**config.mk**
```make
export PLATFORM = sky130hd
export DESIGN_NAME = direction_pulser_flat
export DESIGN_NICKNAME = d
export VERILOG_FILES = /design/src/rtl/direction_pulser_if.sv /design/src/rtl/direction_pulser.sv /design/src/flat_wrapper.sv
export SDC_FILE = /design/constraint.sdc
export NUM_CORES = 1
export LEC_CHECK = 0
export BUFFER_PORTS_ARGS = -buffer_cell sky130_fd_sc_hd__clkbuf_2
export CORE_MARGIN = 2
export CORE_UTILIZATION = 55
export CTS_CLUSTER_DIAMETER = 100
export DETAILED_ROUTE_END_ITERATION = 7
export PLACE_DENSITY = 0.79
export SKIP_CTS_REPAIR_TIMING = 1
export SLEW_MARGIN = 20
export SYNTH_ARGS = -nofsm -noshare
export SYNTH_HDL_FRONTEND = slang
export SYNTH_SLANG_ARGS = --single-unit
```
**constraint.sdc**
```tcl
create_clock -name i_Clk -period 2.79 [get_ports i_Clk]
set_clock_uncertainty 0.1 [all_clocks]
set_input_delay 0.1395 -clock i_Clk [delete_from_list [all_inputs] [get_ports i_Clk]]
set_output_delay 0.1395 -clock i_Clk [all_outputs]
set_load 0.05 [all_outputs]
```
**src/rtl/direction_pulser_if.sv**
```systemverilog
// direction_pulser_if: raw button levels into the pulser and the step pulses it produces.
// The master side drives the buttons and receives the pulses; the slave side is the pulser.
interface direction_pulser_if;
  logic i_btn_up;
  logic i_btn_down;
  logic i_btn_left;
  logic i_btn_right;
  logic o_up;
  logic o_down;
  logic o_left;
  logic o_right;

  modport master (
    output i_btn_up, i_btn_down, i_btn_left, i_btn_right,
    input  o_up, o_down, o_left, o_right
  );

  modport slave (
    input  i_btn_up, i_btn_down, i_btn_left, i_btn_right,
    output o_up, o_down, o_left, o_right
  );
endinterface

```
**src/rtl/direction_pulser.sv**
```systemverilog
// direction_pulser: turns four raw direction buttons into one-cycle step pulses.
// Each button is synchronized, debounced and fed to a small press FSM; opposing
// directions that fire in the same cycle cancel each other.
// Optional auto-repeat while held: define DIRECTION_PULSER_AUTO_REPEAT_EN.
// Channel order in all 4-bit vectors: [0]=up [1]=down [2]=left [3]=right.
module direction_pulser #(
  parameter int DEBOUNCE_CYCLES = 250000,
  parameter int REPEAT_DELAY    = 12500000,
  parameter int REPEAT_PERIOD   = 2500000
) (
  input  logic              i_Clk,
  input  logic              i_Rst,
  direction_pulser_if.slave io_pad
);

  localparam int CNT_W = $clog2(DEBOUNCE_CYCLES + 1);

  // Reject configurations that make a timer compare against a negative count.
  if (DEBOUNCE_CYCLES < 1 || REPEAT_DELAY < 1 || REPEAT_PERIOD < 1) begin : g_bad_cfg
    $error("direction_pulser: DEBOUNCE_CYCLES, REPEAT_DELAY and REPEAT_PERIOD must be >= 1");
  end

`ifdef DIRECTION_PULSER_AUTO_REPEAT_EN
  localparam int TMR_MAX = (REPEAT_DELAY > REPEAT_PERIOD) ? REPEAT_DELAY : REPEAT_PERIOD;
  localparam int TMR_W   = $clog2(TMR_MAX + 1);

  typedef enum logic [1:0] {
    ST_IDLE   = 2'd0,
    ST_DELAY  = 2'd1,
    ST_REPEAT = 2'd2
  } t_state;

  logic [TMR_W-1:0] r_tmr     [4];
  logic [TMR_W-1:0] w_tmr_nxt [4];
`else
  typedef enum logic {
    ST_IDLE = 1'b0,
    ST_HELD = 1'b1
  } t_state;
`endif

  logic [3:0]       w_raw;
  logic [3:0]       r_sync1;
  logic [3:0]       r_sync2;
  logic [3:0]       r_db;
  logic [CNT_W-1:0] r_cnt [4];
  t_state           r_state     [4];
  t_state           w_state_nxt [4];
  logic [3:0]       w_req;
  logic [3:0]       w_pulse;
  logic [3:0]       r_pulse;
  logic [3:0]       r_out;

  assign w_raw = {io_pad.i_btn_right, io_pad.i_btn_left, io_pad.i_btn_down, io_pad.i_btn_up};

  // Two-flop synchronizer for the asynchronous button levels.
  always_ff @(posedge i_Clk or posedge i_Rst) begin
    if (i_Rst) begin
      r_sync1 <= '0;
      r_sync2 <= '0;
    end else begin
      // NOTE: non-blocking assignments so r_sync2 takes the old r_sync1, giving two real flops.
      r_sync1 <= w_raw;
      r_sync2 <= r_sync1;
    end
  end

  // Debounce: flip the accepted level after DEBOUNCE_CYCLES consecutive differing samples.
  always_ff @(posedge i_Clk or posedge i_Rst) begin
    if (i_Rst) begin
      r_db <= '0;
      // NOTE: the counter array is only four small registers, so it is reset like any flop.
      for (int b = 0; b < 4; b++) r_cnt[b] <= '0;
    end else begin
      for (int b = 0; b < 4; b++) begin
        if (r_sync2[b] == r_db[b]) begin
          r_cnt[b] <= '0;
        end else if (r_cnt[b] >= CNT_W'(DEBOUNCE_CYCLES - 1)) begin
          // This is the DEBOUNCE_CYCLES-th differing sample; the count never passes it.
          r_db[b]  <= ~r_db[b];
          r_cnt[b] <= '0;
        end else begin
          r_cnt[b] <= r_cnt[b] + 1'b1;
        end
      end
    end
  end

  // Press FSM state (and repeat timer) registers.
  always_ff @(posedge i_Clk or posedge i_Rst) begin
    if (i_Rst) begin
      for (int b = 0; b < 4; b++) begin
        r_state[b] <= ST_IDLE;
`ifdef DIRECTION_PULSER_AUTO_REPEAT_EN
        r_tmr[b]   <= '0;
`endif
      end
    end else begin
      for (int b = 0; b < 4; b++) begin
        r_state[b] <= w_state_nxt[b];
`ifdef DIRECTION_PULSER_AUTO_REPEAT_EN
        r_tmr[b]   <= w_tmr_nxt[b];
`endif
      end
    end
  end

  // Press FSM next state: request a pulse on press and, if enabled, on each repeat tick.
  always_comb begin
    for (int b = 0; b < 4; b++) begin
      // NOTE: every output gets a default first so no path leaves it unassigned (no latch).
      w_state_nxt[b] = r_state[b];
      w_req[b]       = 1'b0;
`ifdef DIRECTION_PULSER_AUTO_REPEAT_EN
      w_tmr_nxt[b]   = r_tmr[b];
      case (r_state[b])
        ST_IDLE: begin
          if (r_db[b]) begin
            w_req[b]       = 1'b1;
            w_state_nxt[b] = ST_DELAY;
            w_tmr_nxt[b]   = '0;
          end
        end
        ST_DELAY: begin
          if (!r_db[b]) begin
            w_state_nxt[b] = ST_IDLE;
            w_tmr_nxt[b]   = '0;
          end else if (r_tmr[b] == TMR_W'(REPEAT_DELAY - 1)) begin
            w_req[b]       = 1'b1;
            w_state_nxt[b] = ST_REPEAT;
            w_tmr_nxt[b]   = '0;
          end else begin
            w_tmr_nxt[b]   = r_tmr[b] + 1'b1;
          end
        end
        ST_REPEAT: begin
          if (!r_db[b]) begin
            w_state_nxt[b] = ST_IDLE;
            w_tmr_nxt[b]   = '0;
          end else if (r_tmr[b] == TMR_W'(REPEAT_PERIOD - 1)) begin
            w_req[b]       = 1'b1;
            w_tmr_nxt[b]   = '0;
          end else begin
            w_tmr_nxt[b]   = r_tmr[b] + 1'b1;
          end
        end
        default: begin
          w_state_nxt[b] = ST_IDLE;
          w_tmr_nxt[b]   = '0;
        end
      endcase
`else
      case (r_state[b])
        ST_IDLE: begin
          if (r_db[b]) begin
            w_req[b]       = 1'b1;
            w_state_nxt[b] = ST_HELD;
          end
        end
        ST_HELD: begin
          if (!r_db[b]) w_state_nxt[b] = ST_IDLE;
        end
        default: w_state_nxt[b] = ST_IDLE;
      endcase
`endif
    end
  end

  // Opposing directions requested together cancel; the FSMs advance regardless.
  assign w_pulse = w_req & ~{w_req[2], w_req[3], w_req[0], w_req[1]};

  // Output stage: registered pulses, never high two cycles running.
  always_ff @(posedge i_Clk or posedge i_Rst) begin
    if (i_Rst) begin
      r_pulse <= '0;
      r_out   <= '0;
    end else begin
      r_pulse <= w_pulse;
      r_out   <= r_pulse & ~r_out;
    end
  end

  assign io_pad.o_up    = r_out[0];
  assign io_pad.o_down  = r_out[1];
  assign io_pad.o_left  = r_out[2];
  assign io_pad.o_right = r_out[3];

endmodule

```
**src/flat_wrapper.sv**
```systemverilog
// flat-port wrapper written by rule: the top's interface ports become plain ports
module direction_pulser_flat 
#(
  parameter int DEBOUNCE_CYCLES = 250000,
  parameter int REPEAT_DELAY    = 12500000,
  parameter int REPEAT_PERIOD   = 2500000
)
  (i_Clk, i_Rst, io_pad_i_btn_up, io_pad_i_btn_down, io_pad_i_btn_left, io_pad_i_btn_right, io_pad_o_up, io_pad_o_down, io_pad_o_left, io_pad_o_right);
  direction_pulser_if io_pad_i ();
  input  logic i_Clk;
  input  logic i_Rst;
  input wire logic [$bits(io_pad_i.i_btn_up)-1:0] io_pad_i_btn_up;
  input wire logic [$bits(io_pad_i.i_btn_down)-1:0] io_pad_i_btn_down;
  input wire logic [$bits(io_pad_i.i_btn_left)-1:0] io_pad_i_btn_left;
  input wire logic [$bits(io_pad_i.i_btn_right)-1:0] io_pad_i_btn_right;
  output wire logic [$bits(io_pad_i.o_up)-1:0] io_pad_o_up;
  output wire logic [$bits(io_pad_i.o_down)-1:0] io_pad_o_down;
  output wire logic [$bits(io_pad_i.o_left)-1:0] io_pad_o_left;
  output wire logic [$bits(io_pad_i.o_right)-1:0] io_pad_o_right;
  assign io_pad_i.i_btn_up = io_pad_i_btn_up;
  assign io_pad_i.i_btn_down = io_pad_i_btn_down;
  assign io_pad_i.i_btn_left = io_pad_i_btn_left;
  assign io_pad_i.i_btn_right = io_pad_i_btn_right;
  assign io_pad_o_up = io_pad_i.o_up;
  assign io_pad_o_down = io_pad_i.o_down;
  assign io_pad_o_left = io_pad_i.o_left;
  assign io_pad_o_right = io_pad_i.o_right;
  direction_pulser #(.DEBOUNCE_CYCLES(DEBOUNCE_CYCLES), .REPEAT_DELAY(REPEAT_DELAY), .REPEAT_PERIOD(REPEAT_PERIOD)) u_core (.i_Clk(i_Clk), .i_Rst(i_Rst), .io_pad(io_pad_i));
endmodule
```
==> impl_metrics.prom <==
# TYPE chip_impl_metric gauge
chip_impl_info{name="rsz0062_at_grt",value="false"} 1
chip_impl_metric{name="net-switching-power",unit="mW"} 0.551
chip_impl_metric{name="crit_path_max_fanout",unit=""} 19
chip_impl_metric{name="clock_insertion_delay_worst_skew",unit="ns"} 0.35
chip_impl_metric{name="post_synth_instance_area",unit="um^2"} 4500
chip_impl_info{name="setup.worst_path.start_class",value="flop"} 1
chip_impl_metric{name="max_slew.worst_pin.slew",unit="ns"} 0.927
chip_impl_metric{name="synth_adder_area_share",unit=""} 0.0111
chip_impl_metric{name="power.share.clock",unit=""} 0.415
chip_impl_metric{name="final_design_area_no_fill",unit="um^2"} 4940
chip_impl_metric{name="required",unit="ns"} 2.95
chip_impl_metric{name="floorplan.io_pins",unit=""} 10
chip_impl_info{name="ctsRootBufferMaster",value="sky130_fd_sc_hd__clkbuf_8"} 1
chip_impl_metric{name="whs",unit="ns"} 0.250
chip_impl_metric{name="synth-edff-count",unit=""} 0
chip_impl_metric{name="synthXorXnorAreaFrac",unit=""} 0.107
chip_impl_info{name="cpLargestDelayFamily",value="compound AO/OA/AOI/OAI gates"} 1
chip_impl_metric{name="async_flop_share",unit=""} 1.00
chip_impl_metric{name="antenna_found_initial",unit=""} 0
chip_impl_metric{name="layout-drive-gt1-share",unit=""} 0.0848
chip_impl_info{name="end_kind",value="flop"} 1
chip_impl_metric{name="cts_htree_levels",unit=""} 3
chip_impl_metric{name="critical_path_arrival",unit="ns"} 2.53
chip_impl_metric{name="synth-simple-area-share",unit=""} 0.235
chip_impl_metric{name="start_util",unit=""} 0.576
chip_impl_metric{name="placed_area",unit="um^2"} 4660
chip_impl_metric{name="share_seq_of_total_power",unit=""} 0.552
chip_impl_metric{name="tns",unit="ns"} 0
chip_impl_metric{name="multi_input_comb_area",unit="um^2"} 1970
chip_impl_metric{name="floorplan.die_area",unit="um^2"} 8910
chip_impl_metric{name="placement.io_buffers",unit=""} 9
chip_impl_metric{name="share_of_the_synthesized_area_in_compound_gates_ao_oa_aoi_oai",unit=""} 0.0846
chip_impl_metric{name="rows",unit=""} 32
chip_impl_info{name="tritoncts",value="yes"} 1
chip_impl_metric{name="via_per_inst",unit=""} 6.02
chip_impl_info{name="synth_top_cells_by_count",value="96 x sky130_fd_sc_hd__dfrtp_1, 73 x sky130_fd_sc_hd__nor3_1, 35 x sky130_fd_sc_hd__xnor2_1"} 1
chip_impl_metric{name="synth-seq-area-share",unit=""} 0.534
chip_impl_metric{name="synth_cells",unit=""} 426
chip_impl_info{name="most_used_flip_flop_cell_after_synthesis",value="sky130_fd_sc_hd__dfrtp_1"} 1
chip_impl_metric{name="leakage",unit="nW"} 1.99
chip_impl_metric{name="die_wd",unit="um"} 94.4
chip_impl_info{name="crit_type",value="flop to flop"} 1
chip_impl_info{name="main_combinational_cell_family_by_area_after_synthesis",value="simple AND/OR/NAND/NOR gates"} 1
chip_impl_metric{name="grt_residual_overflow",unit=""} 0
chip_impl_metric{name="synth.net_count",unit=""} 436
chip_impl_metric{name="filler_cell_count",unit=""} 590
chip_impl_metric{name="met2WireLength",unit="um"} 4220
chip_impl_metric{name="largest_stage_delay_on_the_critical_path",unit="ns"} 0.48
chip_impl_metric{name="sequential_cell_area",unit="um^2"} 2400
chip_impl_metric{name="postRouteWirelength",unit="um"} 8470
chip_impl_metric{name="synth.area.mux_share",unit=""} 0
chip_impl_metric{name="finalCriticalPeriod",unit="ns"} 2.37
chip_impl_metric{name="clk_path_buf_depth",unit=""} 2
chip_impl_metric{name="n_antenna_cell",unit=""} 0
chip_impl_metric{name="drt_pre_antenna_iters",unit=""} 4
chip_impl_metric{name="min_period_over_period",unit=""} 0.850
chip_impl_metric{name="tritoncts.num_buffers",unit=""} 9
chip_impl_metric{name="crit_buf_inv",unit=""} 0
chip_impl_info{name="cpMaxStageDelayCell",value="sky130_fd_sc_hd__a31oi_2"} 1
chip_impl_metric{name="detail_route.wl_per_cell",unit="um"} 15.4
chip_impl_info{name="area_contributors_post_synth",value="sky130_fd_sc_hd__dfrtp_1 53%, sky130_fd_sc_hd__nor3_1 8.1%, sky130_fd_sc_hd__xnor2_1 6.8%"} 1
chip_impl_metric{name="power.share.combinational",unit=""} 0.034
chip_impl_metric{name="internal_power",unit="mW"} 2.04
chip_impl_metric{name="detailroute.via_count",unit=""} 3313
chip_impl_metric{name="maxSlewViolCount",unit=""} 0
chip_impl_metric{name="met3WireLength",unit="um"} 344
chip_impl_metric{name="p_sw_frac",unit=""} 0.213
chip_impl_metric{name="max-vdd-ir-drop",unit="mV"} 0.251
chip_impl_metric{name="dp.final_hpwl",unit="um"} 5530
chip_impl_metric{name="reg2reg_slack",unit="ns"} 0.42
chip_impl_info{name="critical_path.cell_chain",value="ha_1 > and3_1 > o41ai_1 > a31oi_2 > nor3_1"} 1
chip_impl_metric{name="grt_pass1_wl",unit="um"} 14600
chip_impl_info{name="route.top_layer_used",value="met4"} 1
chip_impl_metric{name="yosysWarnings",unit=""} 0
chip_impl_metric{name="max_cap_viol_count",unit=""} 0
chip_impl_metric{name="setup_viol",unit=""} 0
chip_impl_metric{name="synth_top_area_frac",unit=""} 0.534
chip_impl_metric{name="grt.total_usage",unit=""} 0.207
chip_impl_metric{name="syn_avg_cell_area",unit="um^2"} 10.6
chip_impl_metric{name="detail-route-antenna-nets",unit=""} 0
chip_impl_metric{name="synth-seq-cells",unit=""} 96
chip_impl_info{name="yosysMostFrequentCell",value="sky130_fd_sc_hd__dfrtp_1"} 1
chip_impl_metric{name="finalHoldViolCount",unit=""} 0
chip_impl_metric{name="die_height",unit="um"} 94.4
chip_impl_metric{name="cellPowerDensity",unit="nW/um^2"} 523
chip_impl_metric{name="grt_pass1_vias",unit=""} 3226
chip_impl_metric{name="nNetsFinal",unit=""} 453
chip_impl_metric{name="achievable-frequency",unit="MHz"} 422
chip_impl_metric{name="clk_pin_slew",unit="ns"} 0.09
chip_impl_metric{name="globalplace.congestion",unit=""} 0.852
chip_impl_metric{name="largest_net_degree_at_the_start_of_global_routing",unit=""} 57
chip_impl_metric{name="drt_iter0_drc",unit=""} 107
chip_impl_info{name="holdCritPathClass",value="flop to flop"} 1
chip_impl_metric{name="design.core.area",unit="um^2"} 7810
chip_impl_info{name="outcome",value="finished, final reports clean"} 1
chip_impl_metric{name="met1Wirelength",unit="um"} 3840
chip_impl_metric{name="syn2layout_area_growth",unit="%"} 9.96
chip_impl_info{name="netlist.top_cell.by_area",value="sky130_fd_sc_hd__dfrtp_1"} 1
chip_impl_metric{name="drc",unit=""} 0
chip_impl_metric{name="synth_cell_types",unit=""} 34
chip_impl_metric{name="timing.max_slew.rel_slack",unit=""} 0.380
chip_impl_metric{name="cts.sinks",unit=""} 96
## state kept, by name, summed over array words and instances (netlist names)
signal and count:
u_core.r_sync1 4, u_core.r_pulse 4, u_core.r_db 4, u_core.r_cnt 72, u_core.r_out 4, u_core.r_state 4
u_core.r_sync2 4
## logic make-up (layout without fill, tap and decap cells)
family | Yosys count | count (layout)
simple gates | 191 | 191
flops | 96 | 96
xor+xnor | 55 | 55
compound gates | 48 | 48
buf+inv | 32 | 54
fa+ha+maj | 4 | 4
## per-stage QoR
stage	utilization	total power, mW	worst slack (ns)	instances
after floorplan	-	1.51	0.0451	426
after global placement	0.596	1.53	0.627	529
after detailed placement	0.596	1.54	0.512	529
after CTS	0.627	2.61	0.426	545
after global routing	0.633	2.70	0.252	550
final	0.633	2.59	0.419	550
## power groups by stage
stage / combinational, mW / sequential [mW] / clock [mW]
2_1_floorplan: 0.0573 / 1.45 / 0
3_3_place_gp: 0.0799 / 1.45 / 0
3_5_place_dp: 0.0841 / 1.46 / 0
4_1_cts: 0.0843 / 1.43 / 1.10
5_1_grt: 0.101 / 1.43 / 1.16
6_report: 0.0868 / 1.43 / 1.07
## cell type report
type	count	share of cell area
Timing Repair Buffer	20	0.0283
Sequential cell	96	0.486
Multi-Input combinational cell	298	0.398
Inverter	18	0.0142
Tap cell	102	0.0258
Clock buffer	11	0.0266
Clock inverter	5	0.0213
## cells in the final DEF (no fill, tap or decap), types with 12 or more instances in the layout
cell                      Yosys  final
sky130_fd_sc_hd__and3_1      12     12
sky130_fd_sc_hd__dfrtp_1     96     96
sky130_fd_sc_hd__inv_1       18     17
sky130_fd_sc_hd__nand2_1     16     16
sky130_fd_sc_hd__nand3_1     20     20
sky130_fd_sc_hd__nand4_1     21     21
sky130_fd_sc_hd__nor2_1      12     12
sky130_fd_sc_hd__nor3_1      73     73
sky130_fd_sc_hd__o21ai_0     13     13
sky130_fd_sc_hd__xnor2_1     35     35
sky130_fd_sc_hd__xor2_1      20     20
## routing by layer
metal / up-vias / GRT usage
li1: 1603 / -
met1: 1618 / 0.266
met2: 83 / 0.352
met3: 9 / 0.0567
met4: 0 / 0.0495
met5: - / 0
## final timing paths
path / start / endpoint / cells past startpoint
hold / removal: u_core.r_sync1[2] / u_core.r_sync2[2] / 0
setup / recovery: u_core.r_cnt[36] / u_core.r_cnt[46] / 5
hold reg to reg: u_core.r_sync1[2] / u_core.r_sync2[2] / 0
min in group asynchronous: i_Rst / u_core.r_out[2] / 3
max in group asynchronous: i_Rst / u_core.r_cnt[10] / 4
setup reg to reg: u_core.r_cnt[36] / u_core.r_cnt[46] / 5
Power figures use the tool's default switching activity.
